### src/rtl/y86_pipe_ctrl.sv
// y86_pipe_ctrl: Y86 five-stage hazard control, operand forwarding, run-state FSM with stall watchdog.
// Define PIPE_PERF_CNT_EN to add saturating cycle/stall/bubble performance counters.
module y86_pipe_ctrl #(
  parameter int WORD_W   = 32,
  parameter int REG_AW   = 4,
  parameter int WDOG_MAX = 16,
  parameter int CNT_W    = 32
) (
  input  logic              clk,
  input  logic              rst,
  input  logic [3:0]        d_icode,
  input  logic [REG_AW-1:0] d_srcA,
  input  logic [REG_AW-1:0] d_srcB,
  input  logic [WORD_W-1:0] d_rvalA,
  input  logic [WORD_W-1:0] d_rvalB,
  input  logic [WORD_W-1:0] d_valP,
  input  logic [3:0]        e_icode,
  input  logic [REG_AW-1:0] e_dstE,
  input  logic [REG_AW-1:0] e_dstM,
  input  logic [WORD_W-1:0] e_valE,
  input  logic              e_cnd,
  input  logic [3:0]        m_icode,
  input  logic [REG_AW-1:0] m_dstE,
  input  logic [REG_AW-1:0] m_dstM,
  input  logic [WORD_W-1:0] m_valE,
  input  logic [WORD_W-1:0] m_valM,
  input  logic [2:0]        m_stat,
  input  logic [REG_AW-1:0] w_dstE,
  input  logic [REG_AW-1:0] w_dstM,
  input  logic [WORD_W-1:0] w_valE,
  input  logic [WORD_W-1:0] w_valM,
  input  logic [2:0]        w_stat,
  output logic [WORD_W-1:0] d_valA_o,
  output logic [WORD_W-1:0] d_valB_o,
  output logic              f_stall,
  output logic              d_stall,
  output logic              d_bubble,
  output logic              e_bubble,
  output logic              m_bubble,
  output logic              w_stall,
`ifdef PIPE_PERF_CNT_EN
  output logic [CNT_W-1:0]  cyc_cnt_o,
  output logic [CNT_W-1:0]  stall_cnt_o,
  output logic [CNT_W-1:0]  bubble_cnt_o,
`endif
  output logic [1:0]        state_o,
  output logic              wdog_err_o
);
  localparam logic [3:0] I_MRMOVL = 4'h5;
  localparam logic [3:0] I_JXX    = 4'h7;
  localparam logic [3:0] I_CALL   = 4'h8;
  localparam logic [3:0] I_RET    = 4'h9;
  localparam logic [3:0] I_POPL   = 4'hB;
  localparam logic [2:0] S_AOK    = 3'd1;
  localparam logic [REG_AW-1:0] RNONE = '1;
  localparam logic [1:0] ST_RUN  = 2'd0;
  localparam logic [1:0] ST_HALT = 2'd1;
  localparam logic [1:0] ST_ERR  = 2'd2;
  logic [1:0] state_q, state_d;
  logic [CNT_W-1:0] wdog_q, wdog_d;
  logic wdog_err_q, wdog_err_d;
  logic run, load_use, ret_pend, mispred, w_exc, exc;
  // Newest producer wins; RNONE sources never match a forwarding path.
  function automatic logic [WORD_W-1:0] fwd(input logic [REG_AW-1:0] src, input logic [WORD_W-1:0] rval);
    return src == RNONE ? rval :
           src == e_dstE ? e_valE :
           src == m_dstM ? m_valM :
           src == m_dstE ? m_valE :
           src == w_dstM ? w_valM :
           src == w_dstE ? w_valE : rval;
  endfunction
  always_comb begin
    d_valA_o = (d_icode == I_CALL || d_icode == I_JXX) ? d_valP : fwd(d_srcA, d_rvalA);
    d_valB_o = fwd(d_srcB, d_rvalB);
    load_use = (e_icode == I_MRMOVL || e_icode == I_POPL) && e_dstM != RNONE &&
               (e_dstM == d_srcA || e_dstM == d_srcB);
    ret_pend = d_icode == I_RET || e_icode == I_RET || m_icode == I_RET;
    mispred  = e_icode == I_JXX && !e_cnd;
    w_exc    = w_stat != S_AOK;
    exc      = m_stat != S_AOK || w_exc;
    run      = state_q == ST_RUN;
    f_stall  = run ? load_use | ret_pend : 1'b1;
    d_stall  = run ? load_use : 1'b1;
    d_bubble = run & (mispred | (ret_pend & !load_use));
    e_bubble = run & (mispred | load_use);
    m_bubble = run ? exc : 1'b1;
    w_stall  = run ? w_exc : 1'b1;
    wdog_d   = !run ? wdog_q : f_stall ? wdog_q + CNT_W'(1) : '0;
    state_d  = !run ? state_q : w_exc ? ST_HALT : wdog_d == CNT_W'(WDOG_MAX) ? ST_ERR : ST_RUN;
    wdog_err_d = state_d == ST_ERR;
  end
  always_ff @(posedge clk) begin
    if (rst) begin
      state_q    <= ST_RUN;
      wdog_q     <= '0;
      wdog_err_q <= 1'b0;
    end else begin
      state_q    <= state_d;
      wdog_q     <= wdog_d;
      wdog_err_q <= wdog_err_d;
    end
  end
  assign state_o    = state_q;
  assign wdog_err_o = wdog_err_q;
`ifdef PIPE_PERF_CNT_EN
  logic [CNT_W-1:0] cyc_cnt_q, cyc_cnt_d, stall_cnt_q, stall_cnt_d, bubble_cnt_q, bubble_cnt_d;
  // Counters only advance in RUN and stick at all-ones.
  always_comb begin
    cyc_cnt_d    = run && ~&cyc_cnt_q ? cyc_cnt_q + CNT_W'(1) : cyc_cnt_q;
    stall_cnt_d  = run && f_stall && ~&stall_cnt_q ? stall_cnt_q + CNT_W'(1) : stall_cnt_q;
    bubble_cnt_d = run && (d_bubble || e_bubble) && ~&bubble_cnt_q ? bubble_cnt_q + CNT_W'(1) : bubble_cnt_q;
  end
  always_ff @(posedge clk) begin
    if (rst) begin
      cyc_cnt_q    <= '0;
      stall_cnt_q  <= '0;
      bubble_cnt_q <= '0;
    end else begin
      cyc_cnt_q    <= cyc_cnt_d;
      stall_cnt_q  <= stall_cnt_d;
      bubble_cnt_q <= bubble_cnt_d;
    end
  end
  assign cyc_cnt_o    = cyc_cnt_q;
  assign stall_cnt_o  = stall_cnt_q;
  assign bubble_cnt_o = bubble_cnt_q;
`endif
endmodule

### config.mk
export PLATFORM = sky130hd
export DESIGN_NAME = y86_pipe_ctrl
export DESIGN_NICKNAME = d
export VERILOG_FILES = /design/src/rtl/y86_pipe_ctrl.sv
export SDC_FILE = /design/constraint.sdc
export NUM_CORES = 1
export LEC_CHECK = 0
export ABC_AREA = 1
export CORE_AREA = 2 2 149 151
export CTS_CLUSTER_SIZE = 14
export DETAILED_ROUTE_END_ITERATION = 10
export DIE_AREA = 0 0 151 153
export DONT_BUFFER_PORTS = 1
export GPL_TIMING_DRIVEN = 0
export SLEW_MARGIN = 20
export SYNTH_ARGS = -nofsm -noshare
export SYNTH_HDL_FRONTEND = slang
export SYNTH_SLANG_ARGS = --single-unit
### constraint.sdc
create_clock -name clk -period 2.7 [get_ports clk]
set_input_delay 0.405 -clock clk [delete_from_list [all_inputs] [get_ports clk]]
set_output_delay 0.405 -clock clk [all_outputs]
set_load 0.02 [all_outputs]
# After elaboration in Yosys (flattened, before gate mapping)
# Cells that the tools add are included.
[word_totals] reg_bits=35 in_bits=309 wordCells=71
[classes] add_sub_neg=1 n_eq_ne=27 n_mux=22 bitwise_logic=6 n_reduce_logical=12
[ops] cell="$mux 32" count=15
[ops] cell="$eq 4x4->1" count=12
[ops] cell="$add 32x1->32 const B" count=1
[ops] cell="$eq 32x5->1 const B" count=1
[ops] cell="$eq 4x4->1 const B" count=7
[ops] cell="$eq 4x3->1 const B" count=3
[ops] cell="$logic_or 1x1->1" count=6
[ops] cell="$mux 2" count=3
[ops] cell="$ne 3x1->1 const B" count=2
[ops] cell="$mux 1" count=4
[ops] cell="$ne 4x4->1 const B" count=1
[ops] cell="$and 1x1->1" count=3
[ops] cell="$logic_and 1x1->1" count=3
[ops] cell="$or 1x1->1" count=3
[ops] cell="$eq 2x2->1 const B" count=1
[ops] cell="$logic_not 1->1" count=2
[ops] cell="$logic_not 2->1" count=1

# Logic depth before layout (Yosys ltp)
# Gate-level depths: netlist of run 1.
[depth] depth_word=13 mapped_depth=19

# Least setup slack after synthesis of run 1
# No wires, ideal clock.
[synth_timing] kind="input-to-output" startpoint="in d_srcA[3]" endpoint="out d_valA_o[10]" arrival_time_ns=2.079 setup_slack_ns=0.216 cell_stages=8 n_path_buf=2 cell_sequence="buf_4 -> xor2_1 -> nor4_4 -> buf_6 -> o21ai_1 -> nor2_1 -> o21bai_1 -> a21oi_1"
[synth_via] elab_chain_len=8 word_cells_on_any_way=13 classes_between="6 x eq/ne; 7 x mux"
[synth_lines] item="start, declared" line="12" rtl="input logic [REG_AW-1:0] d_srcA,"
[synth_lines] item="$eq 4x4->1" line="70" rtl="src == w_dstE ? w_valE : rval;"
[synth_lines] item="$mux 32" line="70"
[synth_lines] item="$mux 32" line="69" rtl="src == w_dstM ? w_valM :"
[synth_lines] item="$mux 32" line="68" rtl="src == m_dstE ? m_valE :"
[synth_lines] item="$mux 32" line="67" rtl="src == m_dstM ? m_valM :"
[synth_lines] item="$mux 32" line="66" rtl="src == e_dstE ? e_valE :"
[synth_lines] item="$mux 32 *" line="65" rtl="return src == RNONE ? rval :"
[synth_lines] item="$mux 32 *" line="73" rtl="d_valA_o = (d_icode == I_CALL || d_icode == I_JXX) ? d_valP : fwd(d_srcA, d_rvalA);"
[synth_lines] item="end, declared" line="33" rtl="output logic [WORD_W-1:0] d_valA_o,"
# Mark *: on every way between the ends. The rest lies on a longest branch, timed or not.

# Worst setup path in the final report of run 1
[layout_timing] startpoint="in d_srcB[0]" endpoint="out d_valB_o[12]"
[layout_via] elab_chain_len=7 word_cells_on_any_way=12 classes_between="6 x eq/ne; 6 x mux"
[layout_lines] item="start, declared" line="13" rtl="input logic [REG_AW-1:0] d_srcB,"
[layout_lines] item="$eq 4x4->1" line="70"
[layout_lines] item="$mux 32" line="70"
[layout_lines] item="$mux 32" line="69"
[layout_lines] item="$mux 32" line="68"
[layout_lines] item="$mux 32" line="67"
[layout_lines] item="$mux 32" line="66"
[layout_lines] item="$mux 32 *" line="65"
[layout_lines] item="end, declared" line="34" rtl="output logic [WORD_W-1:0] d_valB_o,"
# Marks and branches as above.

==> results.toml, run 1 <==
[logic_synthesis]
ys_seq_area_frac = 0.0893
syn_area_mm2 = 0.00785
synth-edff-count = 0
yosysWarnings = 0
synth-xor-area-share = 0.0491
ys.flop_type = "dfxtp_1"
yosysTopAreaCell = "nand2_1"
synth_simple_gate_area_frac = 0.366
synth_fa_ha_area_frac = 0.00159
async_flop_share = 0
synth_cell_types = 38
netlist_instances = 1478
yosys.area.top_type_share = 0.208
synth_compound_area_frac = 0.319
synth_mux_area_frac = 0.0370
ys_top_cells_by_area = "nand2_1, o21ai_0, dfxtp_1"
synth_top_family_by_area = "simple AND/OR/NAND/NOR gates"
syn-num-nets = 1788
synth-seq-cells = 35
syn_area_per_cell_um2 = 5.31

[power_and_ir_drop]
irDropWorstVdd_mv = 0.244
swShare = 0.491
p_clk_frac = 0.199
p_sw_mw = 1.40
p_leak_nw = 4.13
p_int_mw = 1.45
seqPwrFrac = 0.183
p_per_area_mw_per_mm2 = 317
combPwrFrac = 0.618

[timing]
tightestPinTransition_ns = 0.937
hold_slack_ns = 0.373
finalSetupTns_ns = 0
maxSlewHeadroom = 0.375
setup_slack_ns = 0.0644
fmax_mhz = 379
skew_ns = 0.00390
period_share = 0.976
drv_slew = 0
setup_viol = 0
hold_viol_final = 0
post-route-min-period_ns = 2.64
rsz0062_at_grt = "yes"

[detailed_routing]
ant_nets = 0
routed_wl_um = 39400
drc = 0
post_drt_wl_per_cell_um = 22.2
via_per_inst = 5.78
first_pass_iters = 8
vias = 10300
drt_iter0_drc = 936

[clock_network]
clockBufferDepth = 2
clock_sinks = 35
htreeDepth = 2
cts_inserted_buffers = 5
insertion_delay_ns = 0.28
cts.clk_slew.worst_paths_ns = 0.06
hold_buffers = 0
cts_tree = "yes"
cts_root_buffer = "clkbuf_16"

[setup_path]
critPathSlowestCell = "nor4_4"
max_stage_delay_ns = 0.34
required_ns = 2.30
worstPathArrival_ns = 2.23
start_kind = "input port"
rr_startpoint = "state_o[1]"
cp_common_cell = "nand2_1"
cp_cell_sequence = "clkbuf_4 -> xor2_1 -> nor4_4 -> buf_12 -> clkbuf_2 -> nand2_1 -> nand2_1 -> o21bai_1 -> o21ai_1"
rr_endpoint = "wdog_err_o"
cp_max_fo = 19
rrSetupSlack_ns = 0.27
path_class = "input port to output port"
rr_worst_depth = 15
worst_setup_path_end_kind = "output port"

[floorplanning]
placementRows = 54
fp.dieW_um = 151
fp.dieH_um = 153
dieArea_mm2 = 0.0231
io_pins = 382
core_area_mm2 = 0.0215
start_util = 0.365

[worst_hold_path]
holdPathStages = 3
hp-start = "w_stat[0]"
worstHoldPathType = "input port to register"
hold_end = "state_o[0]"

[run]
drv_cap = 0

[cells_and_area]
syn_to_final_growth_pct = 14.8
n_fill_cell = 2415
drive_gt1_frac = 0.137
fin_nets = 1808
antenna_cells = 0
final_cells = 1779

[global_routing]
grt_pass1_vias = 9781
grt_pass1_wl_um = 58300
grt_max_degree = 20
antenna_found_initial = 1
grt_overflow = 0
grt.total_usage = 0.330

[placed_design]
place_congestion = 0.956
io_buffer_count = 0
place_hpwl_um = 31200
pre_cts_ws_ns = -0.908
dpl.cell_count = 1758

[status]
status = "complete, no violations"
## through the flow
step,area [um^2],util,power (mW)
global route,9010,0.419,3.01
finish,9010,0.419,2.85
global placement,8200,0.381,2.08
floorplan,7850,-,1.73
detailed placement,8200,0.381,2.08
CTS,8660,0.403,2.74
## cell families (layout without fill, tap and decap cells)
kind of cell / count (synthesis) / count (layout)
AOI/OAI and AO/OA: 410 / 410
muxes: 29 / 29
adders and majority gates: 1 / 1
buffers and inverters: 258 / 279
and+or+nand+nor: 701 / 701
DFF: 35 / 35
xor gates and xnor gates: 44 / 44
## registers in the layout (all words and copies together), names as in the netlist
name        count
wdog_q         32
state_o         2
wdog_err_o      1
## Yosys cell counts (2+ instances only)
library cell / instances
clkbuf_1: 59
o21ba_1: 30
o21ai_2: 52
nor4_1: 3
buf_4: 11
nand4_1: 23
nor4_4: 2
nand3b_1: 3
dfxtp_1: 35
nor3_1: 9
mux2i_1: 29
xor2_1: 28
and2_1: 2
nor2_1: 150
o21ai_0: 236
o21bai_1: 38
inv_2: 10
xnor2_1: 16
o21ai_1: 36
a21oi_1: 14
buf_2: 18
nor2_2: 4
nand2_1: 435
clkinv_1: 2
buf_6: 7
inv_1: 150
and3_1: 2
nand3_1: 64
## routing by layer
metal,part of all wire,track usage,up-vias
li1,-,-,4830
met1,0.39,0.412,4648
met2,0.46,0.545,674
met3,0.11,0.0899,122
met4,0.039,0.115,2
met5,0.00043,0,-
## layout by cell type (no fill, tap or decap), drive strengths merged, types with 23 or more instances in the layout
| cell type | n |
|---|---|
| o21bai | 38 |
| dfxtp | 35 |
| inv | 160 |
| o21ba | 30 |
| mux2i | 29 |
| buf | 58 |
| nor2 | 154 |
| nand4 | 23 |
| nand3 | 65 |
| clkbuf | 57 |
| xor2 | 28 |
| nand2 | 435 |
| o21ai | 324 |
## critical path: cells and delay by family
family | cells | cell delay (ns)
compound gates | 2 | 0.41
xor+xnor | 1 | 0.21
buf+inv | 3 | 0.69
simple gates | 3 | 0.50
## repair_timing
| action | CTS | global route |
|---|---|---|
| gates resized for setup | 76 | 120 |
| gates cloned | 0 | 0 |
| pin swaps | 7 | 12 |
| setup buffers | 11 | 4 |
| endpoints found under the setup margin | 64 | 65 |
## cell type report
| class | instances | area, um^2 | area share |
|---|---|---|---|
| plain buffers | 94 | 617 | 0.0685 |
| flip-flops and latches | 35 | 701 | 0.0778 |
| clock inverters | 2 | 12.5 | 0.00139 |
| inverters | 162 | 626 | 0.0695 |
| well taps | 280 | 350 | 0.0389 |
| repair buffers | 15 | 183 | 0.0203 |
| clock buffers | 6 | 129 | 0.0143 |
| multi-input cells | 1185 | 6390 | 0.709 |
## power by group through the flow
stage	clock network [mW]	registers, mW	logic [mW]
2_1_floorplan	0	0.534	1.20
6_report	0.568	0.523	1.76
4_1_cts	0.573	0.523	1.64
3_3_place_gp	0	0.534	1.54
5_1_grt	0.585	0.524	1.90
3_5_place_dp	0	0.535	1.55
## worst max-delay path by stage
stage,startpoint,to,slack [ns]
6_report,d_srcB[0],d_valB_o[12],0.06
5_1_grt,d_srcB[2],d_valB_o[9],-0.02
4_1_cts,d_srcB[0],d_valB_o[9],-0.12
3_5_place_dp,d_srcA[0],d_valA_o[2],-0.91
3_3_place_gp,d_srcA[0],d_valA_o[2],-0.89
2_1_floorplan,d_srcA[3],d_valA_o[10],0.22
No activity file was read; power rests on OpenSTA's default activity.
==> run 2, diff against run 1 <==
--- a/config.mk
+++ b/config.mk
@@ -6,10 +6,9 @@
 export NUM_CORES = 1
 export LEC_CHECK = 0
 export ABC_AREA = 1
-export CORE_AREA = 2 2 149 151
+export CORE_UTILIZATION = 35
 export CTS_CLUSTER_SIZE = 14
 export DETAILED_ROUTE_END_ITERATION = 10
-export DIE_AREA = 0 0 151 153
 export DONT_BUFFER_PORTS = 1
 export GPL_TIMING_DRIVEN = 0
 export SLEW_MARGIN = 20
==> results.toml, run 2 (synthesis gave the netlist of run 1 again) <==
[clock_network]
cts_inserted_buffers = 5
cts_tree = "yes"
htreeDepth = 2
clock_sinks = 35
clockBufferDepth = 2
cts_root_buffer = "clkbuf_16"
cts.clk_slew.worst_paths_ns = 0.06
insertion_delay_ns = 0.28

[worst_hold_path]
hp-start = "w_stat[0]"
holdPathStages = 3
hold_end = "state_o[0]"
worstHoldPathType = "input port to register"

[placed_design]
pre_cts_ws_ns = -0.916
io_buffer_count = 0
dpl.cell_count = 1758
place_hpwl_um = 31500
place_congestion = 0.979

[cells_and_area]
largest-register = "wdog_q"
drive_gt1_frac = 0.146
layout_commonest_cell = "nand2_1"
antenna_cells = 0
n_fill_cell = 2468
layout_common_cells = "nand2_1, o21ai_0, inv_1"
syn_to_final_growth_pct = 16.7
fin_nets = 1820
fin_util = 0.418
multi_input_comb_area_mm2 = 0.00636
final_cells = 1791
largest_reg_flops = 32
seq_area_um2 = 701

[timing]
drv_slew = 0
fmax_mhz = 376
period_share = 0.986
setup_slack_ns = 0.0369
rsz0062_at_grt = "yes"
maxSlewHeadroom = 0.435
hold_viol_final = 0
post-route-min-period_ns = 2.66
skew_ns = 0.00474
setup_viol = 0
tightestPinTransition_ns = 0.847

[detailed_routing]
routed_wl_um = 41200
vias = 10400
drc = 0
post_drt_wl_per_cell_um = 23.0
first_pass_iters = 9
ant_nets = 0
via_per_inst = 5.83
drt_iter0_drc = 975

[setup_path]
rr_endpoint = "wdog_err_o"
path_class = "input port to output port"
rr_startpoint = "state_o[1]"
rrSetupSlack_ns = 0.25
rr_worst_depth = 14
cp_max_fo = 10
critPathSlowestCell = "o21ai_4"
start_kind = "input port"
max_stage_delay_ns = 0.37
cp_cell_sequence = "clkbuf_4 -> xor2_1 -> nor2_4 -> buf_6 -> buf_12 -> nand3_1 -> nand2_1 -> o21ai_0 -> o21ai_2 -> nor2_1 -> o21ba_1 -> o21ai_4"
worstPathArrival_ns = 2.26
worst_setup_path_end_kind = "output port"
required_ns = 2.30

[global_routing]
grt_max_degree = 12
antenna_found_initial = 3
grtUsageMet2 = 0.544
use_met1 = 0.406
grt_util_met3 = 0.105
grt.total_usage = 0.337
grt_pass1_vias = 9367
busiest_layer = "met2"
grt_pass1_wl_um = 57400
grt_overflow = 0

[floorplanning]
placementRows = 54
start_util = 0.358
core_area_mm2 = 0.0219
dieArea_mm2 = 0.0230
fp.dieH_um = 152
io_pins = 382
fp.dieW_um = 152

[power_and_ir_drop]
p_leak_nw = 4.22
p_per_area_mw_per_mm2 = 330
finalPower_mw = 3.02
irDropWorstVdd_mv = 0.319

[run]
drv_cap = 0

[status]
status = "complete, no violations"
[run 2: cell types whose count changed in the layout (fill, tap and decap cells not counted), sizes merged]
cell      delta
buf          +6
clkbuf       +6
clkinvlp     -2
clkinv       +1
inv          +1
[run 2: what timing repair did]
action	in CTS	in global routing
hold buffers	0	0
resized for setup	83	122
setup endpoints to repair	64	62
pin swaps	6	14
gates cloned	0	4
buffers inserted	11	11
[run 2: area by class of cell]
type                    instances  area share
multi-input cells            1185       0.695
flip-flops and latches         35      0.0765
plain buffers                  95      0.0731
inverters                     162      0.0664
well taps                     280      0.0382
repair buffers                 26      0.0322
clock buffers                   6      0.0152
clock inverters                 2     0.00382
[run 2: worst max-delay path: cells and delay by family]
family | cells | cell delay (ns)
compound gates | 4 | 0.78
buf+inv | 3 | 0.46
simple gates | 4 | 0.41
xor+xnor | 1 | 0.20
[run 2: where the power goes]
| group | internal (mW) | switching, mW | leakage (nW) |
|---|---|---|---|
| clock | 0.459 | 0.219 | 0.0868 |
| combinational | 0.614 | 1.20 | 3.85 |
| sequential | 0.519 | 0.00421 | 0.282 |
[run 2: worst max-delay path by stage]
stage          slack (ns)           end  startpoint  cells past startpoint
2_1_floorplan        0.22  d_valA_o[10]   d_srcA[3]                      8
3_3_place_gp        -0.88   d_valA_o[1]   d_srcA[0]                      8
3_5_place_dp        -0.92   d_valA_o[1]   d_srcA[0]                      8
4_1_cts             -0.12  d_valB_o[14]   d_srcB[0]                      6
5_1_grt             -0.03  d_valA_o[17]   d_srcA[3]                     11
6_report             0.04  d_valA_o[21]   d_srcA[0]                     12
[run 2: per-layer routing]
| metal | vias to the layer above | wire length [um] |
|---|---|---|
| met5 | - | 52 |
| met4 | 6 | 2230 |
| met3 | 137 | 4890 |
| met2 | 668 | 18300 |
| met1 | 4772 | 15700 |
| li1 | 4858 | - |
[run 2: through the flow]
stage               area, um^2  setup TNS [ns]  hold slack, ns
floorplan                 7850               0           0.497
global placement          8200          -35.48           0.512
detailed placement        8200          -36.30           0.520
CTS                       8710          -0.795           0.361
global route              9160         -0.0747           0.398
finish                    9160               0           0.362
